### config.mk
export PLATFORM = sky130hd
export DESIGN_NAME = register_file_mp_flat
export DESIGN_NICKNAME = d
export VERILOG_FILES = /design/src/rtl/register_file_pkg.sv /design/src/rtl/register_file_mp_if.sv /design/src/rtl/register_file_wr_stage.sv /design/src/rtl/register_file_mp.sv /design/src/flat_wrapper.sv
export SDC_FILE = /design/constraint.sdc
export NUM_CORES = 1
export LEC_CHECK = 0
export BUFFER_PORTS_ARGS = -buffer_cell sky130_fd_sc_hd__buf_2
export CORE_UTILIZATION = 64
export DETAILED_ROUTE_END_ITERATION = 7
export PLACE_DENSITY = 0.83
export SLEW_MARGIN = 10
export SYNTH_ARGS = -nofsm -noshare
export SYNTH_HDL_FRONTEND = slang
export SYNTH_SLANG_ARGS = --single-unit
### constraint.sdc
create_clock -name clk_i -period 4.1 [get_ports clk_i]
set_input_delay 0.82 -clock clk_i [delete_from_list [all_inputs] [get_ports clk_i]]
set_output_delay 0.82 -clock clk_i [all_outputs]
set_load 0.05 [all_outputs]
### src/rtl/register_file_pkg.sv
// register_file_pkg
// Shared types and helpers for the multi-port flip-flop register file.
//   rf_state_e  : clear sequencer states (RfIdle, RfClear)
//   merge_bytes : overlays the enabled bytes of a new word onto a base word.
//                 Callers apply it in ascending port order, so the highest port
//                 index ends up owning every byte it enables.
// Words up to MaxDataWidth bits are supported. Narrower words are zero-extended
// into the helper and truncated back.
package register_file_pkg;

   typedef enum logic {
      RfIdle,
      RfClear
   } rf_state_e;

   localparam int MaxDataWidth = 64;
   localparam int MaxBytes     = MaxDataWidth / 8;

   function automatic logic [MaxDataWidth-1:0] merge_bytes(
      input logic [MaxDataWidth-1:0] base,
      input logic [MaxDataWidth-1:0] upd,
      input logic [MaxBytes-1:0]     be
   );
      logic [MaxDataWidth-1:0] res;
      res = base;
      for (int b = 0; b < MaxBytes; b++) begin
         if (be[b]) begin
            res[b*8 +: 8] = upd[b*8 +: 8];
         end
      end
      return res;
   endfunction

endpackage

### src/rtl/register_file_mp_if.sv
// register_file_mp_if
// Bus bundle of the multi-port register file.
//   raddr_i / rdata_o : NumRead combinational read ports
//   we_i / waddr_i / wdata_i / wbe_i : NumWrite byte-enabled write ports
//   clear_i : request a sweep of all words back to the reset value
//   busy_o  : sweep in progress, writes are refused
//   err_o   : one-cycle registered error pulse
// The master modport drives requests, and the slave modport is the register file.
interface register_file_mp_if #(
   parameter int AddrWidth = 4,
   parameter int DataWidth = 16,
   parameter int NumRead   = 2,
   parameter int NumWrite  = 2
);
   localparam int NumBytes = DataWidth / 8;

   logic [NumRead-1:0][AddrWidth-1:0]  raddr_i;
   logic [NumRead-1:0][DataWidth-1:0]  rdata_o;
   logic [NumWrite-1:0]                we_i;
   logic [NumWrite-1:0][AddrWidth-1:0] waddr_i;
   logic [NumWrite-1:0][DataWidth-1:0] wdata_i;
   logic [NumWrite-1:0][NumBytes-1:0]  wbe_i;
   logic                               clear_i;
   logic                               busy_o;
   logic                               err_o;

   modport master (
      output raddr_i, we_i, waddr_i, wdata_i, wbe_i, clear_i,
      input  rdata_o, busy_o, err_o
   );

   modport slave (
      input  raddr_i, we_i, waddr_i, wdata_i, wbe_i, clear_i,
      output rdata_o, busy_o, err_o
   );
endinterface

### src/rtl/register_file_wr_stage.sv
// register_file_wr_stage
// One stage register per write port, plus error detection.
//   clk_i, rst_ni : clock and asynchronous active-low reset
//   accept        : high when writes may be captured (sequencer idle)
//   we/waddr/wdata/wbe : raw write requests from the bus
//   stage_*       : staged entries. They feed both the commit into memory and
//                   the read bypass.
//   err           : registered pulse for an overlapping same-address write,
//                   or for a write request that is refused while busy
module register_file_wr_stage
   import register_file_pkg::*;
#(
   parameter int AddrWidth = 4,
   parameter int DataWidth = 16,
   parameter int NumWrite  = 2
) (
   input  logic                                  clk_i,
   input  logic                                  rst_ni,
   input  logic                                  accept,
   input  logic [NumWrite-1:0]                   we,
   input  logic [NumWrite-1:0][AddrWidth-1:0]    waddr,
   input  logic [NumWrite-1:0][DataWidth-1:0]    wdata,
   input  logic [NumWrite-1:0][DataWidth/8-1:0]  wbe,
   output logic [NumWrite-1:0]                   stage_valid,
   output logic [NumWrite-1:0][AddrWidth-1:0]    stage_addr,
   output logic [NumWrite-1:0][DataWidth-1:0]    stage_data,
   output logic [NumWrite-1:0][DataWidth/8-1:0]  stage_be,
   output logic                                  err
);

   logic [NumWrite-1:0] capture;
   logic                conflict;

   // A request with no enabled byte is ignored. It neither stages nor collides.
   always_comb begin
      capture  = '0;
      conflict = 1'b0;
      for (int p = 0; p < NumWrite; p++) begin
         capture[p] = we[p] && (|wbe[p]);
      end
      for (int i = 0; i < NumWrite; i++) begin
         for (int j = i + 1; j < NumWrite; j++) begin
            if (capture[i] && capture[j] && (waddr[i] == waddr[j]) &&
                (|(wbe[i] & wbe[j]))) begin
               conflict = 1'b1;
            end
         end
      end
   end

   // While the sweep runs, staging is emptied. Any write request is dropped,
   // and the drop is reported through err.
   always_ff @(posedge clk_i or negedge rst_ni) begin
      if (!rst_ni) begin
         stage_valid <= '0;
         stage_addr  <= '0;
         stage_data  <= '0;
         stage_be    <= '0;
         err         <= 1'b0;
      end else begin
         err <= accept ? conflict : (|we);
         if (accept) begin
            stage_valid <= capture;
            stage_addr  <= waddr;
            stage_data  <= wdata;
            stage_be    <= wbe;
         end else begin
            stage_valid <= '0;
         end
      end
   end

endmodule

### src/rtl/register_file_mp.sv
// register_file_mp
// Flip-flop based multi-port register file with staged writes and read bypass.
//   clk_i, rst_ni : clock and asynchronous active-low reset
//   bus (slave)   : read ports, byte-enabled write ports, clear request,
//                   busy and error outputs (see register_file_mp_if)
// Writes are captured on one edge and committed on the next. Reads see memory
// with any pending staged bytes laid over it. A clear request sweeps one word
// per cycle back to WordZeroVal.
module register_file_mp
   import register_file_pkg::*;
#(
   parameter int                  AddrWidth   = 4,
   parameter int                  DataWidth   = 16,
   parameter int                  NumRead     = 2,
   parameter int                  NumWrite    = 2,
   parameter bit                  ZeroReg     = 1'b1,
   parameter logic [DataWidth-1:0] WordZeroVal = '0
) (
   input  logic              clk_i,
   input  logic              rst_ni,
   register_file_mp_if.slave bus
);

   localparam int NumWords = 2 ** AddrWidth;
   localparam int NumBytes = DataWidth / 8;

   logic [DataWidth-1:0] mem [NumWords];

   rf_state_e            state_q, state_d;
   logic [AddrWidth-1:0] cnt_q, cnt_d;

   logic [NumWrite-1:0]                stage_valid;
   logic [NumWrite-1:0][AddrWidth-1:0] stage_addr;
   logic [NumWrite-1:0][DataWidth-1:0] stage_data;
   logic [NumWrite-1:0][NumBytes-1:0]  stage_be;
   logic                               err;

   logic [NumRead-1:0][DataWidth-1:0]  rdata;
   logic [DataWidth-1:0]               commit_word [NumWrite];

   register_file_wr_stage #(
      .AddrWidth (AddrWidth),
      .DataWidth (DataWidth),
      .NumWrite  (NumWrite)
   ) u_wr_stage (
      .clk_i       (clk_i),
      .rst_ni      (rst_ni),
      .accept      (state_q == RfIdle),
      .we          (bus.we_i),
      .waddr       (bus.waddr_i),
      .wdata       (bus.wdata_i),
      .wbe         (bus.wbe_i),
      .stage_valid (stage_valid),
      .stage_addr  (stage_addr),
      .stage_data  (stage_data),
      .stage_be    (stage_be),
      .err         (err)
   );

   // Clear sequencer. After the last word is written, the counter wraps back
   // to zero on its own.
   always_comb begin
      state_d = state_q;
      cnt_d   = cnt_q;
      case (state_q)
         RfIdle: begin
            if (bus.clear_i) begin
               state_d = RfClear;
               cnt_d   = '0;
            end
         end
         RfClear: begin
            cnt_d = cnt_q + 1'b1;
            if (cnt_q == AddrWidth'(NumWords - 1)) begin
               state_d = RfIdle;
            end
         end
         default: state_d = RfIdle;
      endcase
   end

   always_ff @(posedge clk_i or negedge rst_ni) begin
      if (!rst_ni) begin
         state_q <= RfIdle;
         cnt_q   <= '0;
      end else begin
         state_q <= state_d;
         cnt_q   <= cnt_d;
      end
   end

   // Read ports and commit words share the same view: memory overlaid with
   // every valid stage to that address, in ascending port order. All ports
   // that stage the same address therefore commit an identical word.
   always_comb begin
      logic [DataWidth-1:0] word;
      rdata = '0;
      word  = '0;
      for (int r = 0; r < NumRead; r++) begin
         word = mem[bus.raddr_i[r]];
         for (int p = 0; p < NumWrite; p++) begin
            if (stage_valid[p] && (stage_addr[p] == bus.raddr_i[r])) begin
               word = DataWidth'(merge_bytes(MaxDataWidth'(word),
                                             MaxDataWidth'(stage_data[p]),
                                             MaxBytes'(stage_be[p])));
            end
         end
         if (ZeroReg && (bus.raddr_i[r] == '0)) begin
            word = WordZeroVal;
         end
         rdata[r] = word;
      end
      for (int q = 0; q < NumWrite; q++) begin
         word = mem[stage_addr[q]];
         for (int p = 0; p < NumWrite; p++) begin
            if (stage_valid[p] && (stage_addr[p] == stage_addr[q])) begin
               word = DataWidth'(merge_bytes(MaxDataWidth'(word),
                                             MaxDataWidth'(stage_data[p]),
                                             MaxBytes'(stage_be[p])));
            end
         end
         commit_word[q] = word;
      end
   end

   // Storage. The clear write comes last, so it wins over a commit to the
   // same word on the same edge.
   always_ff @(posedge clk_i or negedge rst_ni) begin
      if (!rst_ni) begin
         for (int w = 0; w < NumWords; w++) begin
            mem[w] <= WordZeroVal;
         end
      end else begin
         for (int p = 0; p < NumWrite; p++) begin
            if (stage_valid[p] && !(ZeroReg && (stage_addr[p] == '0))) begin
               mem[stage_addr[p]] <= commit_word[p];
            end
         end
         if (state_q == RfClear) begin
            mem[cnt_q] <= WordZeroVal;
         end
      end
   end

   assign bus.rdata_o = rdata;
   assign bus.busy_o  = (state_q == RfClear);
   assign bus.err_o   = err;

endmodule
### src/flat_wrapper.sv
// flat-port wrapper written by rule: the top's interface ports become plain ports
module register_file_mp_flat import register_file_pkg::*;
#(
   parameter int                  AddrWidth   = 4,
   parameter int                  DataWidth   = 16,
   parameter int                  NumRead     = 2,
   parameter int                  NumWrite    = 2,
   parameter bit                  ZeroReg     = 1'b1,
   parameter logic [DataWidth-1:0] WordZeroVal = '0
)
  (clk_i, rst_ni, bus_raddr_i, bus_we_i, bus_waddr_i, bus_wdata_i, bus_wbe_i, bus_clear_i, bus_rdata_o, bus_busy_o, bus_err_o);
  register_file_mp_if #(.AddrWidth(AddrWidth), .DataWidth(DataWidth), .NumRead(NumRead), .NumWrite(NumWrite)) bus_i ();
  input  logic clk_i;
  input  logic rst_ni;
  input wire logic [$bits(bus_i.raddr_i)-1:0] bus_raddr_i;
  input wire logic [$bits(bus_i.we_i)-1:0] bus_we_i;
  input wire logic [$bits(bus_i.waddr_i)-1:0] bus_waddr_i;
  input wire logic [$bits(bus_i.wdata_i)-1:0] bus_wdata_i;
  input wire logic [$bits(bus_i.wbe_i)-1:0] bus_wbe_i;
  input wire logic [$bits(bus_i.clear_i)-1:0] bus_clear_i;
  output wire logic [$bits(bus_i.rdata_o)-1:0] bus_rdata_o;
  output wire logic [$bits(bus_i.busy_o)-1:0] bus_busy_o;
  output wire logic [$bits(bus_i.err_o)-1:0] bus_err_o;
  assign bus_i.raddr_i = bus_raddr_i;
  assign bus_i.we_i = bus_we_i;
  assign bus_i.waddr_i = bus_waddr_i;
  assign bus_i.wdata_i = bus_wdata_i;
  assign bus_i.wbe_i = bus_wbe_i;
  assign bus_i.clear_i = bus_clear_i;
  assign bus_rdata_o = bus_i.rdata_o;
  assign bus_busy_o = bus_i.busy_o;
  assign bus_err_o = bus_i.err_o;
  register_file_mp #(.AddrWidth(AddrWidth), .DataWidth(DataWidth), .NumRead(NumRead), .NumWrite(NumWrite), .ZeroReg(ZeroReg), .WordZeroVal(WordZeroVal)) u_core (.clk_i(clk_i), .rst_ni(rst_ni), .bus(bus_i));
endmodule
== Word level (Yosys, flattened, before mapping) ==
Cells that the tools add are included.

* Memories: 0
* Input port bits: 57
* Register bits after elaboration: 308
* Output and inout port bits: 34
* Latch bits: 0
* ROM bits: 0
* Bits in writable memories: 0
* Logic and storage cells: 136

* Div/mod/pow operators: 0
* Shifts and indexed selects: 0
* Equal/unequal tests: 9
* Reduce and logical (&&, ||, !) cells: 26
* Add/subtract/negate cells: 1
* Muxes and demuxes: 57
* Multipliers: 0
* Bitwise operators: 9
* Order comparisons: 8

{| class="wikitable"
|+ Operator list
! operator !! count
|-
| $mux 256 || 3
|-
| $bwmux 256 || 2
|-
| $mux 16 || 21
|-
| $and 256x256->256 || 1
|-
| $bmux 16 s4 || 4
|-
| $not 256->256 || 1
|-
| $demux 16 s4 || 3
|-
| $mux 8 || 16
|-
| $eq 4x4->1 || 7
|-
| $ge 5x5->1 const B || 5
|-
| $not 4->5 || 5
|-
| $logic_and 1x1->1 || 16
|-
| $logic_not 4->1 || 4
|-
| $lt 5x1->1 const B || 3
|-
| $pmux 4 s2 || 1
|-
| $reduce_or 2->1 || 4
|-
| $add 4x1->4 const B || 1
|-
| $eq 4x4->1 const B || 1
|-
| $mux 1 || 4
|-
| $mux 4 || 1
|-
| $and 2x2->2 || 1
|-
| $logic_not 1->1 || 2
|-
| $mux 2 || 1
|-
| $ne 2x2->1 const B || 1
|-
| other kinds (2) || 2
|}

== Depth between registers and ports, before layout ==
* Word-level depth: 14
* Depth in mapped cells: 10
* Depth with buffers taken out: 7

== By module ==
From an unflattened synthesis, not the netlist that was laid out.

* Cells, all modules: 2,275
* Area total of the unflattened synthesis: 25,344.3 µm²

{| class="wikitable"
|+ By module, submodules not included
! module !! cells an instance !! instances !! area each (µm²) !! sequential area each (µm²)
|-
| register_file_mp || 2,168 || 1 || 23,425.0 || 6,531.3
|-
| register_file_wr_stage || 107 || 1 || 1,919.3 || 1,176.1
|}

== Worst setup path after synthesis ==
Ideal clock, no wire load.

* Kind: in2out
* Start: input bus_raddr_i[0]
* End: output bus_rdata_o[1]
* Path buffers: 5
* Arrival: 3.607 ns
* Stages on the path: 9
* Data required time: 3.280 ns
* Path slack: -0.327 ns
* Cell sequence: clkbuf_1 > buf_4 > buf_6 > buf_4 > xor2_1 > nor4_1 > nand3_1 > buf_2 > a311oi_1

* Longest elaborated chain between the ends: 9
* Elaborated cells on any way between the ends: 14
* Those cells by class: eq/ne: 2; mux: 8; bitwise: 1; reduce/logical: 3

{| class="wikitable"
|+ Ends and longest elaborated chain
! what !! line !! source
|-
| from (decl) || flat_wrapper.sv:15 || <nowiki>input wire logic [$bits(bus_i.raddr_i)-1:0] bus_raddr_i;</nowiki>
|-
| $not 4->5 (implied by the code) || register_file_mp.sv:100 || <nowiki>word = mem[bus.raddr_i[r]];</nowiki>
|-
| $bmux 16 s4 || register_file_mp.sv:100 ||
|-
| $mux 16 (implied by the code) (2 in series) || register_file_mp.sv:100 ||
|-
| $mux 8 || register_file_pkg.sv:27 || <nowiki>if (be[b]) begin</nowiki>
|-
| $mux 16 || register_file_mp.sv:102 || <nowiki>if (stage_valid[p] && (stage_addr[p] == bus.raddr_i[r])) begin</nowiki>
|-
| $mux 8 || register_file_pkg.sv:27 ||
|-
| $mux 16 || register_file_mp.sv:102 ||
|-
| $mux 16 (*) || register_file_mp.sv:108 || <nowiki>if (ZeroReg && (bus.raddr_i[r] == '0)) begin</nowiki>
|-
| to (decl) || flat_wrapper.sv:21 || <nowiki>output wire logic [$bits(bus_i.rdata_o)-1:0] bus_rdata_o;</nowiki>
|}

Mark *: on every way between the ends. The rest lies on a longest branch, timed or not. The select of a mux whose other input is x is not followed.

== Final worst setup path ==
* Start: register u_core.u_wr_stage.stage_addr[7] in the netlist's numbering
* End: output bus_rdata_o[11]

* Longest elaborated chain between the ends: 4

{| class="wikitable"
|+ Ends and longest elaborated chain
! what !! line !! source
|-
| from (decl) || register_file_wr_stage.sv:25 || <nowiki>output logic [NumWrite-1:0][AddrWidth-1:0] stage_addr,</nowiki>
|-
| from (signal assigned) || register_file_wr_stage.sv:64 || <nowiki>stage_addr <= waddr;</nowiki>
|-
| $eq 4x4->1 || register_file_mp.sv:102 ||
|-
| $logic_and 1x1->1 || register_file_mp.sv:102 ||
|-
| $mux 16 || register_file_mp.sv:102 ||
|-
| $mux 16 || register_file_mp.sv:108 ||
|}

Every way passes these cells.

==> out/summary.md <==
- 617 nW/um^2 — areal power density over the cells
- 1.00 — fraction of registers with async set/reset
- 11.8 sq um — average cell area after synthesis
- 23300 sq um — mapped cell area
- 308 — synthesized flop and latch total
- 193 microns — die height
- 11.1 nW — leakage component of the power
- 8 — first-pass detailed-route iteration total
- 1.44 ns — Worst Tran Pin Value
- 0 — residual antenna-violating net count after detailed routing
- 104 — pin count of the biggest net entering global routing
- 35700 sq um — CORE AREA
- 63 — count of unique library cells instantiated by Yosys
- 59.0 mm — DP HPWL
- 0.652 — starting utilization of the core area
- 93.3 mm — routed wire length
- 0 — Hold Buf Count CTS
- 0.0376 — normalized max-slew margin
- 0.351 — share of layout cells above drive strength 1
- 100 — total DRC errors in the routed layout
- 0.56 ns — later-pin clock latency in the skew report
- 2071 — Post-layout nets
- 0.969 — final period utilization
- 0 — Final Max Tran Viols
- 11.0% — layout overhead on the synthesized area
- 20931 — number of global-route vias before repair
- 135 mm — global-route wire length before repair
- 90 — Port Buffers
- 0.0160 W — Final Total Pwr
- input pin to async pin — path category of the worst min-delay check
- bus_rdata_o[11] — critical path capture point
- 0.252 GHz — Max Clock Freq
- 21245 — routed via count
- u_core.u_wr_stage.stage_addr[7]$_DFFE_PN0N_ — Crit. Startpoint
- 1972 — number of standard cells after synthesis
- 308 — Sinks on Clock Net
- 3.97 ns — post-layout min period
- 2498 — number of non-filler instances in the completed layout
- register — category of the worst setup path launch point
- 0.0223 ns — skew final
- 0 — Ys Warns
- output pin — type of element capturing the critical path
- 0.331 — fraction of the yosys area taken by sequential cells
- 37200 sq um — Die ar.
- u_core.u_wr_stage.stage_addr[4]$_DFFE_PN0N_ — startpoint of the worst register-to-register path
- 0 — final-report hold violation count
- 4507 — drt initial violations
- 36 — Num CTS Buffers
- 69 — number of placement rows
- 0 — postcts setup bufs
- 3.28 ns — endpoint required time on the critical path
- 8.50 — number of vias per cell after detailed routing
- 25900 sq um — cell area after layout
- 7 — worst r2r path cells
- 24600 sq um — placed inst area
- 0.40 ns — Register-to-Register Setup Slack
- 0 — number of maximum-capacitance constraint violations
- 0 — post_cts resized
- 0.127 ns — smallest setup slack after layout
- 2 — number of antenna violations at the first check in global routing
- 2033 — Syn Nets
- 19 — largest driver fanout on the critical path
- false — setup repair after global routing missed its margin
- 0.474 mV — maximum vdd drop
- 2 — number of H-tree branching levels
- register to output pin — start-to-end type of the worst setup path
- 3 — buffer depth of the longest clock path
- 0 — number of enable-type register cells in the synthesized netlist
- 3.15 ns — Worst EP arrival
- u_core.mem[62]$_DFF_PN0_ — endpoint of the worst-slack reg-to-reg timing path
- 0 — total gr overflow
- 2274 — Fill cells
- 193 microns — die outline width
- 0.284 ns — Placement Setup Slack
- finished with violations — outcome
- DRC — failing checks
- 0.508 — GRT Util Overall
- yes — clock tree from TritonCTS
- 1.05 — final RePlAce weighted congestion
- 0 — final setup fails
- clkbuf_16 — Clock Tree Root
- 91 — number of placed I/O pins
- 0 ns — Final TNS setup
- 37.4 microns — per-cell routed wire length
- dfrtp_1 — Most used DFF post-synth
- 0.07 ns — clock slew seen by the registers of the worst setup and hold paths
- 2433 — placed cell count
[flip-flops by register name (all words and copies together) (netlist names)]
register                       flops
u_core.mem                       256
u_core.u_wr_stage.stage_data      32
u_core.u_wr_stage.stage_addr       8
u_core.cnt_q                       4
u_core.u_wr_stage.stage_be         4
u_core.u_wr_stage.stage_valid      2
u_core.bus.busy_o                  1
u_core.u_wr_stage.err              1
[worst min path at each step]
stage / from / end / slack (ns)
final: rst_ni / u_core.u_wr_stage.stage_data[2]$_DFFE_PN0N_ / 0.32
after global routing: rst_ni / u_core.u_wr_stage.stage_data[2]$_DFFE_PN0N_ / 0.40
after CTS: rst_ni / u_core.mem[193]$_DFF_PN0_ / 0.39
after detailed placement: u_core.u_wr_stage.stage_be[0]$_DFFE_PN0N_ / u_core.u_wr_stage.stage_be[0]$_DFFE_PN0N_ / 0.52
after global placement: u_core.u_wr_stage.stage_be[0]$_DFFE_PN0N_ / u_core.u_wr_stage.stage_be[0]$_DFFE_PN0N_ / 0.52
after floorplan: u_core.u_wr_stage.stage_be[1]$_DFFE_PN0N_ / u_core.u_wr_stage.stage_be[1]$_DFFE_PN0N_ / 0.49
[kinds of logic after synthesis]
| group | count (synthesis) | share of synthesized area |
|---|---|---|
| multiplexers | 593 | 0.391 |
| buffers and inverters | 217 | 0.0489 |
| AO/OA/AOI/OAI | 433 | 0.138 |
| adder cells (fa/ha/maj) | 4 | 0.00215 |
| AND/OR/NAND/NOR | 393 | 0.0811 |
| flip-flops | 308 | 0.331 |
| XOR/XNOR | 24 | 0.00902 |
[metrics by stage]
stage               hold WS [ns]   util
finish                     0.317  0.724
global route               0.399  0.724
CTS                        0.393  0.724
detailed placement         0.520  0.688
global placement           0.515  0.688
floorplan                  0.493      -
[power breakdown]
part           internal (W)  switching (W)
logic               0.00282        0.00468
registers           0.00365        0.00123
clock network       0.00217        0.00140
[cells in the final DEF, fill, tap and decap left out, drive strengths merged, types with 45 or more instances in the layout]
| master | netlist | final |
|---|---|---|
| a22oi | 61 | 61 |
| mux2i | 275 | 275 |
| buf | 118 | 215 |
| o32ai | 45 | 45 |
| dfrtp | 308 | 308 |
| mux4 | 246 | 246 |
| a211oi | 45 | 45 |
| o22ai | 165 | 165 |
| mux2 | 72 | 72 |
| nand2 | 89 | 89 |
| clkbuf | 97 | 50 |
| o21ai | 62 | 62 |
| nor2 | 167 | 167 |
[synth_stat cells, drive strengths merged (12+ instances only)]
cell type  number  area (sq um)
a211oi         45           390
a22oi          61           503
buf           118           763
clkbuf         97           368
dfrtp         308          7710
mux2           72           811
mux2i         275          2750
mux4          246          5540
nand2          89           334
nand3          34           235
nand4          19           119
nor2          167           637
nor2b          34           220
o211ai         12          95.1
o21ai          62           344
o221ai         13           114
o22ai         165          1070
o32ai          45           394
xor2           18           158
[layout make-up]
type | instances | area, sq um | area share
multi-input combinational | 1447 | 14700 | 0.569
sequential | 308 | 7720 | 0.298
timing repair buffer | 215 | 1570 | 0.0606
clock buffer | 50 | 1050 | 0.0408
tap | 461 | 577 | 0.0223
clock inverter | 14 | 225 | 0.00871
inverter | 2 | 7.51 | 0.000290
antenna | 1 | 2.50 | 0.0000967
[layer usage]
| layer | track usage | share of wire |
|---|---|---|
| met5 | 0.0810 | 0.0040 |
| met1 | 0.586 | 0.31 |
| met4 | 0.406 | 0.10 |
| met2 | 0.658 | 0.39 |
| met3 | 0.314 | 0.20 |
[worst max-delay path, stage by stage (launching register included)]
cell	delay, ns
dfrtp_2	0.86
xor2_1	0.19
nor4_1	0.43
nand2_1	0.49
nor2_1	0.30
a211oi_2	0.07
buf_2	0.24
Note: power is estimated with default switching activity, not from simulation.
